--- src/rtl/seq_match_pkg.sv ---
// Shared types, segment constants and the BCD-to-7-segment decode for seq_match_counter.
// Segments are gfedcba and active-low.
package seq_match_pkg;

    typedef logic [6:0] seg_t;
    typedef logic [3:0] bcd_t;

    localparam seg_t SEG_0   = 7'b1000000;
    localparam seg_t SEG_1   = 7'b1111001;
    localparam seg_t SEG_2   = 7'b0100100;
    localparam seg_t SEG_3   = 7'b0110000;
    localparam seg_t SEG_4   = 7'b0011001;
    localparam seg_t SEG_5   = 7'b0010010;
    localparam seg_t SEG_6   = 7'b0000010;
    localparam seg_t SEG_7   = 7'b1111000;
    localparam seg_t SEG_8   = 7'b0000000;
    localparam seg_t SEG_9   = 7'b0011000;
    localparam seg_t SEG_ERR = 7'b0000111;

    function automatic seg_t bcd_to_seg(input bcd_t d);
        case (d)
            4'd0:    return SEG_0;
            4'd1:    return SEG_1;
            4'd2:    return SEG_2;
            4'd3:    return SEG_3;
            4'd4:    return SEG_4;
            4'd5:    return SEG_5;
            4'd6:    return SEG_6;
            4'd7:    return SEG_7;
            4'd8:    return SEG_8;
            4'd9:    return SEG_9;
            default: return SEG_ERR;
        endcase
    endfunction

endpackage

--- src/rtl/seq_match_counter_if.sv ---
// Bundle of control, stream and display signals between the switch/serial side
// (master) and seq_match_counter (slave).
interface seq_match_counter_if #(
    parameter int PAT_W  = 4,
    parameter int DIGITS = 2
);

    logic                  ena;
    logic                  clr;
    logic                  sig_to_test;
    logic [PAT_W-1:0]      pat_in;
    logic [PAT_W-1:0]      mask_in;
    logic                  pat_load;
    logic                  overlap;
    logic                  z;
    logic                  ovf;
    logic [DIGITS*7-1:0]   disp;

    modport master (
        output ena, clr, sig_to_test, pat_in, mask_in, pat_load, overlap,
        input  z, ovf, disp
    );

    modport slave (
        input  ena, clr, sig_to_test, pat_in, mask_in, pat_load, overlap,
        output z, ovf, disp
    );

endinterface

--- src/rtl/seq_match_counter_digit.sv ---
// One BCD digit of the match counter: counts 0..9 on carry_in, ripples carry_out on 9.
module bcd_counter_digit
    import seq_match_pkg::*;
(
    input  logic clk,
    input  logic rst_n,
    input  logic clr,
    input  logic carry_in,
    output bcd_t digit,
    output logic carry_out
);

    assign carry_out = carry_in & (digit == 4'd9);

    always_ff @(posedge clk or negedge rst_n) begin
        if (!rst_n) begin
            digit <= '0;
        end else if (clr) begin
            digit <= '0;
        end else if (carry_in) begin
            digit <= (digit == 4'd9) ? 4'd0 : bcd_t'(digit + 4'd1);
        end
    end

endmodule

--- src/rtl/seq_match_counter.sv ---
// Programmable serial pattern matcher with BCD match counter and 7-segment outputs.
// SEQMATCH_SATURATE_EN: count holds at all 9s instead of wrapping to all 0s.
module seq_match_counter
    import seq_match_pkg::*;
#(
    parameter int               PAT_W   = 4,
    parameter int               DIGITS  = 2,
    parameter logic [PAT_W-1:0] PAT_RST = PAT_W'(4'b0101)
)(
    input  logic              clk,
    input  logic              rst_n,
    seq_match_counter_if.slave bus
);

    localparam int               FILL_W    = $clog2(PAT_W);
    localparam logic [FILL_W-1:0] FILL_FULL = FILL_W'(PAT_W - 1);

    logic [PAT_W-1:0]  pattern;
    logic [PAT_W-1:0]  mask;
    logic [PAT_W-2:0]  hist;
    logic [FILL_W-1:0] fill;
    logic [PAT_W-1:0]  window;
    logic              match;
    logic              inc;
    logic              all_nines;
    logic              near_limit;
    logic              ovf_set;
    logic              ovf_q;
    bcd_t              digits [DIGITS];
    logic              carry  [DIGITS+1];

    assign window = {hist, bus.sig_to_test};
    assign match  = bus.ena & ~bus.clr & ~bus.pat_load & (fill == FILL_FULL)
                  & (((window ^ pattern) & mask) == '0);
    assign bus.z   = match;
    assign bus.ovf = ovf_q;

    always_ff @(posedge clk or negedge rst_n) begin
        if (!rst_n) begin
            pattern <= PAT_RST;
            mask    <= '1;
            hist    <= '0;
            fill    <= '0;
        end else if (bus.pat_load) begin
            pattern <= bus.pat_in;
            mask    <= bus.mask_in;
            hist    <= '0;
            fill    <= '0;
        end else if (bus.clr) begin
            hist    <= '0;
            fill    <= '0;
        end else if (bus.ena) begin
            // Non-overlap mode drops the matching bit too, so the next window starts fresh.
            if (match && !bus.overlap) begin
                hist <= '0;
                fill <= '0;
            end else begin
                hist <= window[PAT_W-2:0];
                if (fill != FILL_FULL) fill <= fill + FILL_W'(1);
            end
        end
    end

    always_comb begin
        all_nines  = 1'b1;
        near_limit = (digits[0] == 4'd8);
        for (int i = 0; i < DIGITS; i++) begin
            all_nines = all_nines & (digits[i] == 4'd9);
            if (i > 0) near_limit = near_limit & (digits[i] == 4'd9);
        end
    end

`ifdef SEQMATCH_SATURATE_EN
    assign inc     = match & ~all_nines;
    assign ovf_set = (match & (all_nines | near_limit)) | carry[DIGITS];
`else
    assign inc     = match;
    assign ovf_set = carry[DIGITS];
`endif

    assign carry[0] = inc;

    always_ff @(posedge clk or negedge rst_n) begin
        if (!rst_n) begin
            ovf_q <= 1'b0;
        end else if (bus.clr) begin
            ovf_q <= 1'b0;
        end else if (ovf_set) begin
            ovf_q <= 1'b1;
        end
    end

    for (genvar g = 0; g < DIGITS; g++) begin : g_digit
        bcd_counter_digit u_digit (
            .clk       (clk),
            .rst_n     (rst_n),
            .clr       (bus.clr),
            .carry_in  (carry[g]),
            .digit     (digits[g]),
            .carry_out (carry[g+1])
        );
        assign bus.disp[g*7 +: 7] = bcd_to_seg(digits[g]);
    end

endmodule

--- src/flat_wrapper.sv ---
// flat-port wrapper written by rule: the top's interface ports become plain ports
module seq_match_counter_flat import seq_match_pkg::*;
#(
    parameter int               PAT_W   = 4,
    parameter int               DIGITS  = 2,
    parameter logic [PAT_W-1:0] PAT_RST = PAT_W'(4'b0101)
)
  (clk, rst_n, bus_ena, bus_clr, bus_sig_to_test, bus_pat_in, bus_mask_in, bus_pat_load, bus_overlap, bus_z, bus_ovf, bus_disp);
  seq_match_counter_if #(.PAT_W(PAT_W), .DIGITS(DIGITS)) bus_i ();
  input  logic clk;
  input  logic rst_n;
  input wire logic [$bits(bus_i.ena)-1:0] bus_ena;
  input wire logic [$bits(bus_i.clr)-1:0] bus_clr;
  input wire logic [$bits(bus_i.sig_to_test)-1:0] bus_sig_to_test;
  input wire logic [$bits(bus_i.pat_in)-1:0] bus_pat_in;
  input wire logic [$bits(bus_i.mask_in)-1:0] bus_mask_in;
  input wire logic [$bits(bus_i.pat_load)-1:0] bus_pat_load;
  input wire logic [$bits(bus_i.overlap)-1:0] bus_overlap;
  output wire logic [$bits(bus_i.z)-1:0] bus_z;
  output wire logic [$bits(bus_i.ovf)-1:0] bus_ovf;
  output wire logic [$bits(bus_i.disp)-1:0] bus_disp;
  assign bus_i.ena = bus_ena;
  assign bus_i.clr = bus_clr;
  assign bus_i.sig_to_test = bus_sig_to_test;
  assign bus_i.pat_in = bus_pat_in;
  assign bus_i.mask_in = bus_mask_in;
  assign bus_i.pat_load = bus_pat_load;
  assign bus_i.overlap = bus_overlap;
  assign bus_z = bus_i.z;
  assign bus_ovf = bus_i.ovf;
  assign bus_disp = bus_i.disp;
  seq_match_counter #(.PAT_W(PAT_W), .DIGITS(DIGITS), .PAT_RST(PAT_RST)) u_core (.clk(clk), .rst_n(rst_n), .bus(bus_i));
endmodule
--- config.mk ---
export PLATFORM = sky130hd
export DESIGN_NAME = seq_match_counter_flat
export DESIGN_NICKNAME = d
export VERILOG_FILES = /design/src/rtl/seq_match_pkg.sv /design/src/rtl/seq_match_counter_if.sv /design/src/rtl/seq_match_counter_digit.sv /design/src/rtl/seq_match_counter.sv /design/src/flat_wrapper.sv
export SDC_FILE = /design/constraint.sdc
export NUM_CORES = 1
export LEC_CHECK = 0
export ABC_AREA = 1
export CAP_MARGIN = 0
export CORE_MARGIN = 2
export CORE_UTILIZATION = 33
export CTS_CLUSTER_DIAMETER = 40
export DETAILED_ROUTE_END_ITERATION = 7
export PLACE_DENSITY = 0.53
export SLEW_MARGIN = 20
export SYNTH_ARGS = -nofsm -noshare
export SYNTH_HDL_FRONTEND = slang
export SYNTH_SLANG_ARGS = --single-unit
--- constraint.sdc ---
create_clock -name clk -period 1.8 [get_ports clk]
set_clock_uncertainty 0.1 [all_clocks]
set_input_delay 0.36 -clock clk [delete_from_list [all_inputs] [get_ports clk]]
set_output_delay 0.36 -clock clk [all_outputs]
set_load 0.1 [all_outputs]
==> After elaboration in Yosys (flattened, before gate mapping) <==
Memories as Yosys holds them, arrays and structs flattened.
Index checks and enable logic that the tools add are counted.
{ "totals": {"ff_bits": 22, "mem_bits_ro": 224, "inputBits": 15, "output_inout_bits": 16, "elab_cells": 52, "mem_count": 2} }
{ "classes": {"n_addsub": 3, "n_eq_ne": 4, "muxes": 17, "bitwise_logic": 10, "n_reduce_logical": 9} }
{ "memory_table": {"columns": ["memory", "depth", "width", "read_ports", "rd_clocked_by_memory_dff", "wr", "line", "source"], "rows": [
  ["(no name shown)", 16, 7, 1, 0, 0, "seq_match_pkg.sv:21", "case (d)"],
  ["(no name shown)", 16, 7, 1, 0, 0, "seq_match_pkg.sv:21", null]
]} }
{ "op_table": {"columns": ["op", "count"], "rows": [
  ["4-bit 2-to-1 mux", 6],
  ["3-bit 2-to-1 mux", 4],
  ["2-bit 2-to-1 mux", 5],
  ["4-bit by 1-bit adder with 4-bit output (second input constant)", 2],
  ["4-bit == test (second input constant)", 2],
  ["1-bit bitwise AND", 6],
  ["2-bit nonzero test", 3],
  ["4-bit bitwise AND", 1],
  ["4-bit logical NOT", 1],
  ["4-bit nonzero test", 1],
  ["4-bit bitwise XOR", 1],
  ["3-bit nonzero test", 1],
  ["2-bit by 1-bit adder with 2-bit output (second input constant)", 1],
  ["2-bit == test (second input constant)", 1],
  ["1-bit 2-to-1 mux", 2],
  ["2-bit != test (second input constant)", 1],
  ["1-bit NOT", 2],
  ["2-bit AND reduction", 1],
  ["1-bit logical AND", 1],
  ["1-bit logical NOT", 1]
]} }

==> Logic depth before layout (Yosys ltp) <==
Gate-level depths: netlist of run 1.
{ "logic_depth": {"ltp_word": 10, "depth_mapped": 10, "depth_no_buf": 10} }

==> By module <==
From an unflattened synthesis of run 1, not the netlist that was laid out.
{ "hier_totals": {"hier_cells": 204, "hier_area_um2": 1511.4} }
{ "by_module_without_submodules": {"columns": ["module", "instances", "cells_each", "area_each_um2", "seq_area_each_um2"], "rows": [
  ["seq_match_counter", 1, 124, 980.9, 357.8],
  ["bcd_counter_digit", 2, 40, 265.3, 100.1]
]} }

==> Least setup slack after synthesis of run 1 <==
Ideal clock, no wire load.
{ "synth_path": {"path_kind": "reg2out", "start": "register u_core.g_digit[0].u_digit.digit[0]", "end": "output port bus_disp[3]", "t_arrival_ns": 3.098, "t_required_ns": 1.340, "setup_slack_ns": -1.758, "stages_incl_launch_ff": 4, "n_path_buf": 0, "cell_sequence": "dfrtp_1 -> inv_1 -> ha_1 -> o31ai_1"} }
{ "synth_via": {"elab_chain_cells": 1} }
{ "synth_rtl": {"columns": ["element", "line", "source"], "rows": [
  ["start: declaration", "seq_match_counter_digit.sv:9", "output bcd_t digit,"],
  ["start signal: assignment", "seq_match_counter_digit.sv:21", "digit <= (digit == 4'd9) ? 4'd0 : bcd_t'(digit + 4'd1);"],
  ["memory 16 x 7 bit", null, null],
  ["end: declaration", "flat_wrapper.sv:21", "output wire logic [$bits(bus_i.disp)-1:0] bus_disp;"]
]} }
No other way between the ends.

==> Final worst setup path of run 1 <==
{ "layout_path": {"start": "register u_core.pattern[2]", "end": "output port bus_z"} }
{ "layout_via": {"elab_chain_cells": 4} }
{ "layout_rtl": {"columns": ["element", "line", "source"], "rows": [
  ["start: declaration", "seq_match_counter.sv:18", "logic [PAT_W-1:0] pattern;"],
  ["start signal: assignment", "seq_match_counter.sv:45", "pattern <= bus.pat_in;"],
  ["4-bit bitwise XOR", "seq_match_counter.sv:34", "& (((window ^ pattern) & mask) == '0);"],
  ["4-bit bitwise AND", "seq_match_counter.sv:34", null],
  ["4-bit logical NOT", "seq_match_counter.sv:34", null],
  ["1-bit bitwise AND", "seq_match_counter.sv:34", null],
  ["end: declaration", "flat_wrapper.sv:19", "output wire logic [$bits(bus_i.z)-1:0] bus_z;"]
]} }
No other way between the ends.

==> impl_metrics.tcl, run 1 <==
set metrics [dict create \
    final_nets 275 \
    synthArstFlopShare_pct 100 \
    use_met2_pct 28.9 \
    fillers 357 \
    gp_congestion 0.840 \
    remaining_drc_errors 0 \
    cts.sinks 22 \
    cts_tree "built" \
    grt_pass1_vias 1573 \
    finalSetupViolCount 14 \
    dr.pass1.iters 4 \
    start_util_pct 33.9 \
    die_area_um2 4990 \
    die_h_um 70.6 \
    power.density_nw_per_um2 636 \
    internal_power_mw 1.11 \
    synth_cell_types 30 \
    cts_hold_buf 0 \
    wire_per_inst_um 13.9 \
    overflow 0 \
    grtUsageMet1_pct 19.9 \
    dp_hpwl_um 2880 \
    drive_above_1_share_pct 50.4 \
    crit_arrival_ns 1.50 \
    synth.most_common_cell "nand2_1" \
    stdcell_count 300 \
    cts_root_buf "clkbuf_8" \
    clk_latency_ns 0.26 \
    drt_iter0_drc 56 \
    pre_cts_ws_ns -0.210 \
    critPathKind "flop to primary output" \
    grt_pass1_wl_um 6710 \
    fmax_ghz 0.509 \
    synthTopCellsByCount "nand2_1 (48), inv_1 (21), nand3_1 (18)" \
    final.min_clock_period_ns 1.96 \
    p_clk_share_pct 27.2 \
    numPortBuffers 30 \
    std_cell_rows 24 \
    switchingPower_mw 0.577 \
    core_area_um2 4320 \
    crit_path_start "u_core.pattern[2]$_DFFE_PN1P_" \
    die_x_um 70.6 \
    syn_area_per_cell_um2 7.91 \
    cp_max_fo 3 \
    viasPerCell 4.92 \
    synth_seq_cells 22 \
    finalWirelength_um 4160 \
    synth_top_area_cell "dfrtp_1" \
    max_cap_viol_count 0 \
    synth_ff_type "dfrtp_1" \
    yosys.area.top_type_share_pct 27.4 \
    rsz0062_at_grt "true" \
    setup_slack_ns -0.164 \
    finalHoldViolations 0 \
    antenna_found_initial 0 \
    clkTransAtPathRegs_ns 0.08 \
    grt_max_degree 23 \
    tightest_slew_ns 0.291 \
    ys_top_cells_by_area "dfrtp_1 (27%), nand2_1 (12%), dfstp_2 (11%)" \
    start_kind "flop" \
    drtAntennaViolNets 0 \
    power_frac_seq_pct 33.4 \
    ir_drop_uv 412 \
    end_kind "primary output" \
    clk_path_buf_depth 2 \
    ys_warn_count 0 \
    status "complete, but fails checks" \
    combinationalPowerShare_pct 39.4 \
    slew_headroom_pct 80.6 \
    period_share_pct 109 \
    syn_to_final_growth_pct 80.9 \
    power.leakage_nw 1.20 \
    power_mw 1.68 \
    vias 1477 \
    dp_cells 281 \
    required_ns 1.34 \
    io_pins 31 \
    syn_nets 211 \
    slew_viol_final 0 \
    worstHoldPathType "input pin to asynchronous set/reset pin" \
    r2r-start "u_core.pattern[2]$_DFFE_PN1P_" \
    seq_area_frac_synth_pct 38.1 \
    syn_inst 185 \
    grtUsageTotal_pct 16.3 \
    fin_util_pct 61.3 \
    grt_util_met3_pct 3.70 \
    antenna_cells 0 \
    h-tree-depth 1 \
    grt.busiest_layer "met2" \
    sw_frac_of_total_pct 34.3 \
    numCtsBuffers 3 \
    synth-edff-count 0 \
    violations "negative setup slack" \
    synthesis.area_um2 1460 \
]
==> critical path: stages (launching register included) <==
cell and delay [ns]:
dfstp_2 0.53, nand2_1 0.04, nand2_1 0.08, a21oi_2 0.05, nor2_2 0.17, nand2_2 0.09
inv_2 0.09, buf_12 0.17
==> layer usage <==
layer	vias to the layer above	wire (µm)
met4	0	44
met1	719	1780
met2	27	2170
met3	4	167
li1	727	-
met5	-	0
==> worst paths after layout <==
| kind | depth (start not counted) | end | slack [ns] |
|---|---|---|---|
| hold reg to reg | 2 | u_core.mask[0]$_DFFE_PN1P_ | 0.41 |
| hold / removal | 2 | u_core.pattern[3]$_DFFE_PN0P_ | 0.34 |
| min in group clk | 2 | u_core.mask[0]$_DFFE_PN1P_ | 0.41 |
| setup reg to reg | 9 | u_core.g_digit[0].u_digit.digit[1]$_DFFE_PN0P_ | 0.17 |
| setup / recovery | 7 | bus_z | -0.16 |
| max in group asynchronous | 2 | u_core.pattern[2]$_DFFE_PN1P_ | 0.98 |
==> cell type report <==
type	instances	area [µm²]	share of cell area [%]
multi-input combinational	134	1110	41.9
timing repair buffer	64	737	27.8
sequential	22	562	21.2
inverter	24	103	3.87
tap	52	65.1	2.46
clock buffer	3	41.3	1.56
clock inverter	1	30.0	1.13
==> power groups by stage <==
stage / clock, mW / sequential, mW / combinational (mW)
6_report: 0.458 / 0.562 / 0.664
5_1_grt: 0.496 / 0.566 / 0.696
4_1_cts: 0.478 / 0.559 / 0.598
3_5_place_dp: 0 / 0.568 / 0.564
3_3_place_gp: 0 / 0.566 / 0.559
2_1_floorplan: 0 / 0.562 / 0.358
==> stage by stage <==
| stage | area [µm²] | hold WS (ns) | TNS [ns] |
|---|---|---|---|
| final | 2650 | 0.341 | -1.48 |
| after CTS | 2500 | 0.342 | -1.68 |
| after detailed placement | 2230 | 0.400 | -1.41 |
| after floorplan | 1590 | -0.0356 | -1.97 |
| after global placement | 2230 | 0.365 | -1.17 |
| after global routing | 2650 | 0.366 | -2.34 |
==> logic make-up (layout without fill, tap and decap cells) <==
family / count (synthesis) / after routing / synth area share (%)
flip-flops: 22 / 22 / 38.1
adder cells (fa/ha/maj): 11 / 11 / 9.40
XOR/XNOR: 2 / 2 / 1.20
AND/OR/NAND/NOR: 90 / 90 / 28.5
multiplexers: 4 / 4 / 3.08
buffers and inverters: 29 / 92 / 8.29
AO/OA/AOI/OAI: 27 / 27 / 11.5
==> layout by cell type, fill, tap and decap left out, drive strengths merged, types with 2 or more instances in the layout <==
cell type / instances
mux2: 4
clkbuf: 4
inv: 22
nor2: 13
xor2: 2
clkinv: 2
clkdlybuf4s50: 12
dfstp: 6
ha: 11
nor3b: 2
dfrtp: 16
o21ai: 16
dlygate4sd2: 2
nand3: 20
o22ai: 2
nand4: 3
buf: 49
a21oi: 5
nand2: 51
==> what timing repair did <==
action / 4_1_cts / 5_1_grt
resized for setup: 37 / 20
pin swaps: 10 / 23
buffers inserted: 7 / 8
setup endpoints to repair: 15 / 15
cloned: 0 / 0
==> registers in the layout (all words and copies together), names as in the netlist <==
signal and flops:
u_core.pattern 4, u_core.fill 2, u_core.bus.ovf 1, u_core.mask 4
u_core.g_digit.u_digit.digit 8, u_core.hist 3
Note: power is estimated with default switching activity, not from simulation.
==> run 2, diff against run 1 <==
Settings changed: SLEW_MARGIN 20 to default.
==> results of run 2 <==
Same layout as run 1: the final DEF is identical, and so are final timing and power.
==> run 3, diff against run 2 <==
Settings changed: CAP_MARGIN 0 to 20, CORE_UTILIZATION 33 to 50, PLACE_DENSITY 0.53 to 0.76.
==> impl_metrics.tcl, run 3 (synthesis results as in run 1) <==
set metrics [dict create \
    status "complete, but fails checks" \
    violations "negative setup slack" \
    io_pins 31 \
    setup_slack_ns -0.360 \
    power.leakage_nw 1.19 \
    fin_area_um2 2560 \
    grtUsageTotal_pct 31.0 \
    mostFrequentLayoutCells "nand2_1 (33), buf_4 (27), nand3_1 (18), buf_12 (16)" \
    cp_max_fo 3 \
    required_ns 1.34 \
    final.min_clock_period_ns 2.16 \
    final_nets 274 \
    die_h_um 58.1 \
    place_area_um2 2190 \
    antenna_found_initial 0 \
    drive_above_1_share_pct 49.8 \
    start_util_pct 53.1 \
    grt_max_degree 23 \
    finalSetupViolCount 23 \
    overflow 0 \
    remaining_drc_errors 0 \
    core_area_um2 2760 \
    power.density_nw_per_um2 587 \
    numCtsBuffers 3 \
    dp_hpwl_um 2940 \
    crit_arrival_ns 1.70 \
    critPathKind "flop to primary output" \
    std_cell_rows 19 \
    reg_top3 "u_core.g_digit.u_digit.digit: 8 flops, u_core.mask: 4 flops, u_core.pattern: 4 flops" \
    cts_hold_buf 0 \
    clk_path_buf_depth 2 \
    h-tree-depth 1 \
    r2r_setup_slack_ns -0.14 \
    viasPerCell 6.50 \
    final_common_cell "nand2_1" \
    drtAntennaViolNets 0 \
    cts_root_buf "clkbuf_4" \
    regMostFlops "u_core.g_digit.u_digit.digit" \
    grt_pass1_vias 1653 \
    period_share_pct 120 \
    fmax_ghz 0.463 \
    fillers 90 \
    tightest_slew_ns 0.350 \
    pre_cts_ws_ns -0.217 \
    cts_tree "built" \
    antenna_cells 0 \
    largest_reg_flops 8 \
    wire_per_inst_um 25.3 \
    r2r-start "u_core.g_digit[0].u_digit.digit[0]$_DFFE_PN0P_" \
    worstHoldPathType "input pin to asynchronous set/reset pin" \
    clkTransAtPathRegs_ns 0.13 \
    syn_to_final_growth_pct 74.7 \
    clk_latency_ns 0.32 \
    start_kind "flop" \
    power_mw 1.50 \
    ir_drop_uv 838 \
    dr.pass1.iters 4 \
    slew_viol_final 0 \
    slew_headroom_pct 76.5 \
    die_area_um2 3380 \
    finalWirelength_um 7030 \
    drt_iter0_drc 189 \
    rr_endpoint "u_core.g_digit[0].u_digit.digit[2]$_DFFE_PN0P_" \
    numPortBuffers 30 \
    grt_pass1_wl_um 7910 \
    vias 1806 \
    finalHoldViolations 0 \
    hold_ws_ns 0.272 \
    fin_util_pct 92.7 \
    end_kind "primary output" \
    die_x_um 58.1 \
    gp_congestion 0.922 \
    reg2reg_depth 8 \
    max_cap_viol_count 0 \
    cts.sinks 22 \
    rsz0062_at_grt "true" \
]
## run 3: worst max path at each step
stage	start	to	slack, ns	cells past startpoint
detailed placement	bus_clr	bus_z	-0.22	7
floorplan	u_core.g_digit[1].u_digit.digit[1]$_DFFE_PN0P_	bus_disp[7]	-0.83	4
global route	u_core.g_digit[0].u_digit.digit[0]$_DFFE_PN0P_	bus_disp[0]	-0.38	6
global placement	bus_clr	bus_z	-0.21	7
CTS	u_core.g_digit[1].u_digit.digit[1]$_DFFE_PN0P_	bus_disp[10]	-0.23	4
finish	u_core.g_digit[0].u_digit.digit[0]$_DFFE_PN0P_	bus_disp[0]	-0.36	6
## run 3: layout make-up
type,instances,area (µm²),area share [%]
multi-input cells,134,1100,43.1
repair buffers,63,732,28.6
flip-flops and latches,22,562,22.0
inverters,24,97.6,3.82
well taps,31,38.8,1.52
clock buffers,4,26.3,1.03
## run 3: per-stage QoR
| step | cells | TNS, ns |
|---|---|---|
| 3_5_place_dp | 258 | -1.21 |
| 6_report | 278 | -4.40 |
| 3_3_place_gp | 258 | -0.965 |
| 2_1_floorplan | 185 | -1.97 |
| 5_1_grt | 278 | -4.85 |
| 4_1_cts | 273 | -2.51 |
## run 3: repair_timing
action	4_1_cts	5_1_grt
setup buffers	11	5
resized for setup	29	26
setup endpoints to repair	15	19
pin swaps	10	9
## run 3: power breakdown
part	total [mW]	internal (mW)	leakage, nW	switching (mW)
Clock	0.252	0.0869	0.0150	0.165
Combinational	0.683	0.269	0.895	0.413
Sequential	0.567	0.534	0.275	0.0324
Total	1.50	0.890	1.19	0.611
## run 3: per-layer routing
| metal | routed length, µm | vias up | track usage (%) |
|---|---|---|---|
| li1 | - | 727 | - |
| met1 | 2440 | 860 | 36.5 |
| met2 | 3330 | 159 | 55.5 |
| met3 | 660 | 60 | 3.79 |
| met4 | 605 | 0 | 14.6 |
| met5 | 0 | - | 0 |
## run 3: worst max-delay path, stage by stage, from the launching register on
cell	delay (ns)
dfrtp_1	0.48
buf_4	0.18
ha_4	0.15
nand2_4	0.07
a21boi_4	0.16
o21ai_4	0.15
buf_12	0.19
